File: config.mk
export PLATFORM = sky130hd
export DESIGN_NAME = alu_seq32
export DESIGN_NICKNAME = d
export VERILOG_FILES = /design/src/rtl/alu_seq32.sv
export SDC_FILE = /design/constraint.sdc
export NUM_CORES = 1
export LEC_CHECK = 0
export ABC_AREA = 1
export CORE_MARGIN = 8
export CORE_UTILIZATION = 55
export DETAILED_ROUTE_END_ITERATION = 10
export GPL_ROUTABILITY_DRIVEN = 0
export HOLD_SLACK_MARGIN = 0.06
export PLACE_DENSITY_LB_ADDON = 0.1
export SLEW_MARGIN = 20
export SYNTH_ARGS = -nofsm -noshare
export SYNTH_HDL_FRONTEND = slang
export SYNTH_HIERARCHICAL = 1
export SYNTH_SLANG_ARGS = --single-unit
File: constraint.sdc
create_clock -name _iClk -period 6.1 [get_ports _iClk]
set_clock_uncertainty 0.1 [all_clocks]
set_input_delay 0.61 -clock _iClk [delete_from_list [all_inputs] [get_ports _iClk]]
set_output_delay 0.61 -clock _iClk [all_outputs]
set_load 0.02 [all_outputs]
File: src/rtl/alu_seq32.sv
// alu_seq32: 32-bit ADD/SUB/logic ALU that runs one 8-bit ALU over the four operand bytes, LSB first.
// Build option: define ALU_SEQ32_CARRY_IN_EN to use _iC as the ADD/SUB carry/borrow-in; otherwise _iC is ignored.

package cpu_pkg;
  typedef enum logic [2:0] {
    ADD  = 3'd0,
    SUB  = 3'd1,
    NOR  = 3'd2,
    NAND = 3'd3,
    XOR  = 3'd4,
    XNOR = 3'd5
  } Operation;
endpackage

module alu8
  import cpu_pkg::*;
(
  input  Operation   op,
  input  logic [7:0] a,
  input  logic [7:0] b,
  input  logic       cin,
  output logic [7:0] result,
  output logic       carry,
  output logic       zero
);

  logic [8:0] wide_s;

  // Byte-wide function; for SUB the carry output is the borrow out of bit 7.
  always_comb begin
    wide_s = 9'd0;
    result = 8'd0;
    carry  = 1'b0;
    case (op)
      ADD: begin
        wide_s = {1'b0, a} + {1'b0, b} + {8'd0, cin};
        result = wide_s[7:0];
        carry  = wide_s[8];
      end
      SUB: begin
        wide_s = {1'b0, a} - {1'b0, b} - {8'd0, cin};
        result = wide_s[7:0];
        carry  = wide_s[8];
      end
      NOR:     result = ~(a | b);
      NAND:    result = ~(a & b);
      XOR:     result = a ^ b;
      XNOR:    result = ~(a ^ b);
      default: begin
        result = 8'd0;
        carry  = 1'b0;
      end
    endcase
    zero = (result == 8'd0);
  end

endmodule

module alu_seq32
  import cpu_pkg::*;
(
  input  logic        _iClk,
  input  logic        _iNReset,
  input  logic        _iValid,
  output logic        _oReady,
  input  Operation    _iOp,
  input  logic [31:0] _iA,
  input  logic [31:0] _iB,
  input  logic        _iC,
  output logic        _oDone,
  output logic [31:0] _oResult,
  output logic        _oFlagCarry,
  output logic        _oFlagZero,
  output logic        _oFlagNeg
);

  typedef enum logic [1:0] {
    IDLE = 2'd0,
    RUN  = 2'd1,
    DONE = 2'd2
  } SeqState;

  SeqState     state_r;
  SeqState     nextState_s;
  logic        accept_s;
  logic        step_s;
  logic        last_s;
  logic        cinEff_s;

  logic [1:0]  byteIdx_r;
  Operation    op_r;
  logic [31:0] opA_r;
  logic [31:0] opB_r;
  logic        carryChain_r;
  logic [31:0] resAcc_r;
  logic        zeroAcc_r;

  logic [31:0] result_r;
  logic        flagCarry_r;
  logic        flagZero_r;
  logic        flagNeg_r;
  logic        done_r;
  logic        ready_r;

  logic [7:0]  byteA_s;
  logic [7:0]  byteB_s;
  logic [7:0]  aluRes_s;
  logic        aluCarry_s;
  logic        aluZero_s;

  // Byte-0 carry-in captured at accept; without the build option the port is kept but its value is dropped.
  always_comb begin
`ifdef ALU_SEQ32_CARRY_IN_EN
    if ((_iOp == ADD) || (_iOp == SUB)) begin
      cinEff_s = _iC;
    end else begin
      cinEff_s = 1'b0;
    end
`else
    cinEff_s = 1'b0 & _iC;
`endif
  end

  // Next-state decode and per-cycle datapath controls.
  always_comb begin
    nextState_s = state_r;
    accept_s    = 1'b0;
    step_s      = 1'b0;
    last_s      = 1'b0;
    case (state_r)
      IDLE, DONE: begin
        if (_iValid) begin
          accept_s    = 1'b1;
          nextState_s = RUN;
        end else begin
          nextState_s = IDLE;
        end
      end
      RUN: begin
        step_s = 1'b1;
        if (byteIdx_r == 2'd3) begin
          last_s      = 1'b1;
          nextState_s = DONE;
        end else begin
          nextState_s = RUN;
        end
      end
      default: nextState_s = IDLE;
    endcase
  end

  // State register plus registered handshake outputs derived from the next state.
  always_ff @(posedge _iClk) begin
    if (!_iNReset) begin
      state_r <= IDLE;
      ready_r <= 1'b1;
      done_r  <= 1'b0;
    end else begin
      state_r <= nextState_s;
      ready_r <= (nextState_s != RUN);
      done_r  <= (nextState_s == DONE);
    end
  end

  assign byteA_s = opA_r[{byteIdx_r, 3'b000} +: 8];
  assign byteB_s = opB_r[{byteIdx_r, 3'b000} +: 8];

  alu8 uAlu8 (
    .op     (op_r),
    .a      (byteA_s),
    .b      (byteB_s),
    .cin    (carryChain_r),
    .result (aluRes_s),
    .carry  (aluCarry_s),
    .zero   (aluZero_s)
  );

  // Operand capture, byte sequencing and the final result/flag update on the last byte.
  always_ff @(posedge _iClk) begin
    if (!_iNReset) begin
      byteIdx_r    <= 2'd0;
      op_r         <= ADD;
      opA_r        <= 32'd0;
      opB_r        <= 32'd0;
      carryChain_r <= 1'b0;
      resAcc_r     <= 32'd0;
      zeroAcc_r    <= 1'b1;
      result_r     <= 32'd0;
      flagCarry_r  <= 1'b0;
      flagZero_r   <= 1'b0;
      flagNeg_r    <= 1'b0;
    end else if (accept_s) begin
      byteIdx_r    <= 2'd0;
      op_r         <= _iOp;
      opA_r        <= _iA;
      opB_r        <= _iB;
      carryChain_r <= cinEff_s;
      resAcc_r     <= 32'd0;
      zeroAcc_r    <= 1'b1;
    end else if (step_s) begin
      resAcc_r[{byteIdx_r, 3'b000} +: 8] <= aluRes_s;
      zeroAcc_r    <= zeroAcc_r & aluZero_s;
      carryChain_r <= aluCarry_s;
      byteIdx_r    <= byteIdx_r + 2'd1;
      if (last_s) begin
        // Byte 3 is taken straight from the ALU so the outputs land on the same edge.
        result_r    <= {aluRes_s, resAcc_r[23:0]};
        flagCarry_r <= aluCarry_s;
        flagNeg_r   <= aluRes_s[7];
        flagZero_r  <= zeroAcc_r & aluZero_s;
      end
    end
  end

  assign _oReady     = ready_r;
  assign _oDone      = done_r;
  assign _oResult    = result_r;
  assign _oFlagCarry = flagCarry_r;
  assign _oFlagZero  = flagZero_r;
  assign _oFlagNeg   = flagNeg_r;

endmodule

After elaboration in Yosys (flattened, before gate mapping)
Index checks and enable logic that the tools add are counted.
{"block": "classes", "shift": 4, "n_eq_ne": 10, "n_reduce_logical": 6, "n_mux": 11, "n_bitwise": 9, "addsub": 6}
{"cell": "$shiftx A32 B6 Y8", "n": 2}
{"cell": "$pmux W8 S6", "n": 1}
{"cell": "$bwmux W32", "n": 1}
{"cell": "$shift A8 B7 Y32 const A", "n": 1}
{"cell": "$shiftx A8 B7 Y32", "n": 1}
{"cell": "$not A8 Y8", "n": 3}
{"cell": "$add A8 B8 Y9", "n": 1}
{"cell": "$add A9 B1 Y9", "n": 1}
{"cell": "$sub A8 B8 Y9", "n": 1}
{"cell": "$sub A9 B1 Y9", "n": 1}
{"cell": "$and A8 B8 Y8", "n": 1}
{"cell": "$logic_not A8 Y1", "n": 1}
{"cell": "$or A8 B8 Y8", "n": 1}
{"cell": "$xor A8 B8 Y8", "n": 1}
{"cell": "$neg A5 Y7", "n": 1}
{"cell": "$eq A2 B2 Y1 const B", "n": 3}
{"cell": "$eq A3 B2 Y1 const B", "n": 2}
{"cell": "$eq A3 B3 Y1 const B", "n": 2}
{"cell": "$mux W1", "n": 6}
{"cell": "$pmux W2 S2", "n": 1}
{"cell": "$reduce_or A2 Y1", "n": 2}
{"cell": "$eq A3 B1 Y1 const B", "n": 1}
{"cell": "$logic_not A3 Y1", "n": 1}
{"cell": "$reduce_and A3 Y1", "n": 1}
{"cell": "8 further kinds", "n": 9}
{"block": "totals", "inputBits": 71, "word_cells": 60, "regBits": 142}

Logic depth before layout (Yosys ltp)
{"block": "logic_depth", "depth_word": 6, "depth_mapped": 22}

Cells and area by module
Netlist, hierarchy kept.
{"module": "alu_seq32", "instances": 1, "cells_each": 709, "area_per_inst_um2": 5317.6, "seq_area_each_um2": 2662.6}
{"module": "alu8", "instances": 1, "cells_each": 261, "area_per_inst_um2": 1460.2, "seq_area_each_um2": 0.0}

Worst setup path before layout
OpenSTA, ideal clock, no wires.
{"block": "synth_path", "path_kind": "register to register", "from": "register byteIdx_r[0]", "to": "register flagZero_r, in the netlist _oFlagZero", "setup_ns": 0.064, "period_less_slack_ns": 3.205, "path_slack_ns": 2.895, "arrival_time_ns": 3.041, "stages_incl_launch_ff": 18, "t_required_ns": 5.936, "path_cell_list": "dfxtp_1 > buf_4 > clkbuf_1 > nor2_1 > o22ai_1 > inv_1 > fa_1 > fa_1 > or2_2 > nand2_1 > nand3b_1 > nand3_1 > nand3_1 > nor2_1 > nand2_1 > nor2_1 > a21oi_1 > nor2_1"}
{"block": "synth_between", "elab_chain_cells": 6, "word_cells_on_any_way": 19}
{"element": "start: declaration", "line": "90", "source": "logic [1:0] byteIdx_r;"}
{"element": "start signal: assignment", "line": "204", "source": "byteIdx_r <= byteIdx_r + 2'd1;"}
{"element": "$shiftx A32 B6 Y8 (*)", "line": "166", "source": "assign byteB_s = opB_r[{byteIdx_r, 3'b000} +: 8];"}
{"element": "via byteB_s[0]", "line": "106", "source": "logic [7:0] byteB_s;"}
{"element": "$sub A8 B8 Y9 / $add A8 B8 Y9 (equally long branches)", "line": "41, 36"}
{"element": "$sub A9 B1 Y9 / $add A9 B1 Y9 (equally long branches)", "line": "41, 36"}
{"element": "$pmux W8 S6 (*)", "line": "34", "source": "case (op)"}
{"element": "via aluRes_s[4]", "line": "107", "source": "logic [7:0] aluRes_s;"}
{"element": "$logic_not A8 Y1 (*)", "line": "54", "source": "zero = (result == 8'd0);"}
{"element": "via aluZero_s", "line": "109", "source": "logic aluZero_s;"}
{"element": "$and A1 B1 Y1 (*)", "line": "210", "source": "flagZero_r <= zeroAcc_r & aluZero_s;"}
{"element": "end signal: assignment", "line": "210"}
{"element": "end: declaration", "line": "100", "source": "logic flagZero_r;"}
The timed path passes the listed nets; every way through them passes the cells marked *.
A chain may end at the register's enable or synchronous reset.

Final worst setup path
{"block": "layout_path", "from": "register byteIdx_r[1]", "to": "register flagZero_r, in the netlist _oFlagZero"}
Same word-level chain as after synthesis.

==> reports/qor.yml <==
grt_overflow: 0
ctsHoldBuffers: 0
syn_nets: 1080
setup_viol: 0
critPathMaxStageDelay_ns: 0.62
slowest_stage: "inv_1"
post-route-period-util_pct: 69.7
power_density_nw_per_um2: 319
coreArea_um2: 12000
yosys.cell_count.top_type: "nor2_1"
finish.utilization_pct: 70.1
synthCells: 970
fmax_mhz: 235
firstDrtPassIters: 5
vias: 6482
ys_seq_area_share_pct: 39.3
synth-main-ff-cell: "dfxtp_1"
clkLatencyLatePin_ns: 0.42
rsz0062_at_grt: "false"
dieArea_um2: 16100
std_cell_rows: 40
htreeDepth: 4
yosysTopAreaCell: "dfxtp_1"
critical_path.max_fanout: 20
timing.final.ws_setup_ns: 1.85
ys_seq_elements: 133
cts_resized: 0
synth_area_um2: 6780
die_x_um: 127
slew_violations: 0
synth_cell_types: 32
finalHoldViolCount: 0
cts_num_sinks: 133
diodes: 0
place_ws_ns: 1.84
clk_pin_slew_ns: 0.06
grt_pass1_wl_mm: 29.4
tns_ns: 0
seq_area_um2: 2660
max_cap_violations: 0
initial_core_util_pct: 56.4
maxSlewHeadroom_pct: 42.4
p_total_mw: 2.69
peakVddDrop_v: 0.000206
clock-root-buffer: "clkbuf_16"
antenna_found_initial: 0
nets: 1162
crit_required_ns: 6.35
antenna_left: 0
worstPathArrival_ns: 4.50
drt_iter0_drc: 560
n_fill_cell: 1035
min_period_ns: 4.25
grt_pass1_vias: 6017
critical_path_class: "reg -> reg"
synth_common_cells: "nor2_1 (292), o21ai_0 (148), dfxtp_1 (133)"
cts_made_buffers: 17
wl_per_cell_um: 14.7
status: "finished clean"
synthTopCellsByArea: "dfxtp_1 (39%), nor2_1 (16%), o21ai_0 (11%)"
leakage_nw: 3.82
multi_input_area_um2: 3540
grt_max_degree: 104
yosys_warnings: 6
grtUsageTotal_pct: 22.4
syn2layout_area_growth_pct: 24.2
drive_gt1_share_pct: 5.73
drt-total-wl_mm: 17.7
hpwl_mm: 11.9
post_cts_buffers: 0
async_reset_ff_share_pct: 0
end_kind: "register"
drc: 0
synth_top_area_share_pct: 39.3
port_buffers: 106
clockBufferDepth: 2
worst_pin_slew_ns: 0.864
ioPinCount: 108
cts_tree: "yes"
cp-start-kind: "register"
synth_edf_count: 0
crit_top_cell: "nor2_1"
vias_per_cell: 5.35
worstHoldPathType: "reg -> reg"
syn_avg_cell_area_um2: 6.99
dieHeight_um: 127
crit_chain: "inv_1, o21ai_0, o22ai_1, inv_1, fa_1, fa_1, or2_2, nand2_1, nand3b_1, nand3_1, nand3_1, nor2_1, nand2_1, nor2_1, a21oi_1, nor2_1"
-- layout make-up --
type	instances	share of cell area (%)
clock buffer	20	5.30
clock inverter	11	2.36
inverter	83	3.71
multi-input combinational	708	42.0
sequential	133	31.6
tap	147	2.18
timing repair buffer	109	12.8
-- path summary, 6_finish.rpt --
kind / start / slack [ns] / cells past startpoint / endpoint
max reg2reg: byteIdx_r[1]$_SDFFE_PP0N_ / 1.85 / 16 / _oFlagZero$_SDFFE_PN0P_
min: resAcc_r[15]$_SDFFE_PP0P_ / 0.37 / 2 / resAcc_r[15]$_SDFFE_PP0P_
max: byteIdx_r[1]$_SDFFE_PP0N_ / 1.85 / 16 / _oFlagZero$_SDFFE_PN0P_
min reg2reg: resAcc_r[15]$_SDFFE_PP0P_ / 0.37 / 2 / resAcc_r[15]$_SDFFE_PP0P_
-- cells by family after synthesis --
group | after synthesis | synth area share, %
AND/OR/NAND/NOR | 456 | 28.4
AO/OA/AOI/OAI | 213 | 16.1
flip-flops | 133 | 39.3
buffers and inverters | 129 | 8.57
adder cells (fa/ha/maj) | 39 | 7.64
-- routing by layer --
| layer | routed length (um) | vias up | track usage [%] |
|---|---|---|---|
| li1 | - | 3294 | - |
| met1 | 8110 | 2953 | 29.2 |
| met2 | 8070 | 216 | 34.8 |
| met3 | 1250 | 19 | 6.53 |
| met4 | 314 | 0 | 7.14 |
| met5 | 0 | - | 0 |
-- where the power goes --
part	switching, mW	leakage [nW]	internal (mW)
clock	0.383	0.309	0.737
sequential	0.0262	1.09	0.915
combinational	0.402	2.42	0.226
-- worst max-delay path, delay by kind of cell, from the launching register on --
family	cells	cell delay (ns)
simple gates	9	1.18
buf+inv	2	0.77
flops	1	0.56
fa+ha+maj	2	0.90
compound gates	3	0.66
-- registers in the layout (all words and copies together), names as in the netlist, 2 cells and up --
signal	count
opA_r	32
op_r	3
byteIdx_r	2
resAcc_r	24
state_r	2
opB_r	32
_oResult	32
-- layout by cell type (no fill, tap or decap), drive strengths merged, types with 5 or more instances in the layout --
cell type / netlist / routed
a21oi: 34 / 34
nand3: 40 / 40
nand4: 5 / 5
o22ai: 16 / 16
nand2: 92 / 92
ha: 35 / 35
nor2: 300 / 300
inv: 83 / 84
clkbuf: 17 / 20
bufinv: 0 / 5
o21ai: 162 / 162
dfxtp: 133 / 133
clkdlybuf4s50: 0 / 105
nor3: 11 / 11
-- per-stage QoR --
step	hold slack (ns)	std cells	instance area [um^2]
floorplan	0.337	970	6780
global placement	0.347	1180	7770
detailed placement	0.358	1180	7770
CTS	0.369	1211	8420
global route	0.379	1211	8420
finish	0.367	1211	8420
Note: power is estimated with default switching activity, not from simulation.
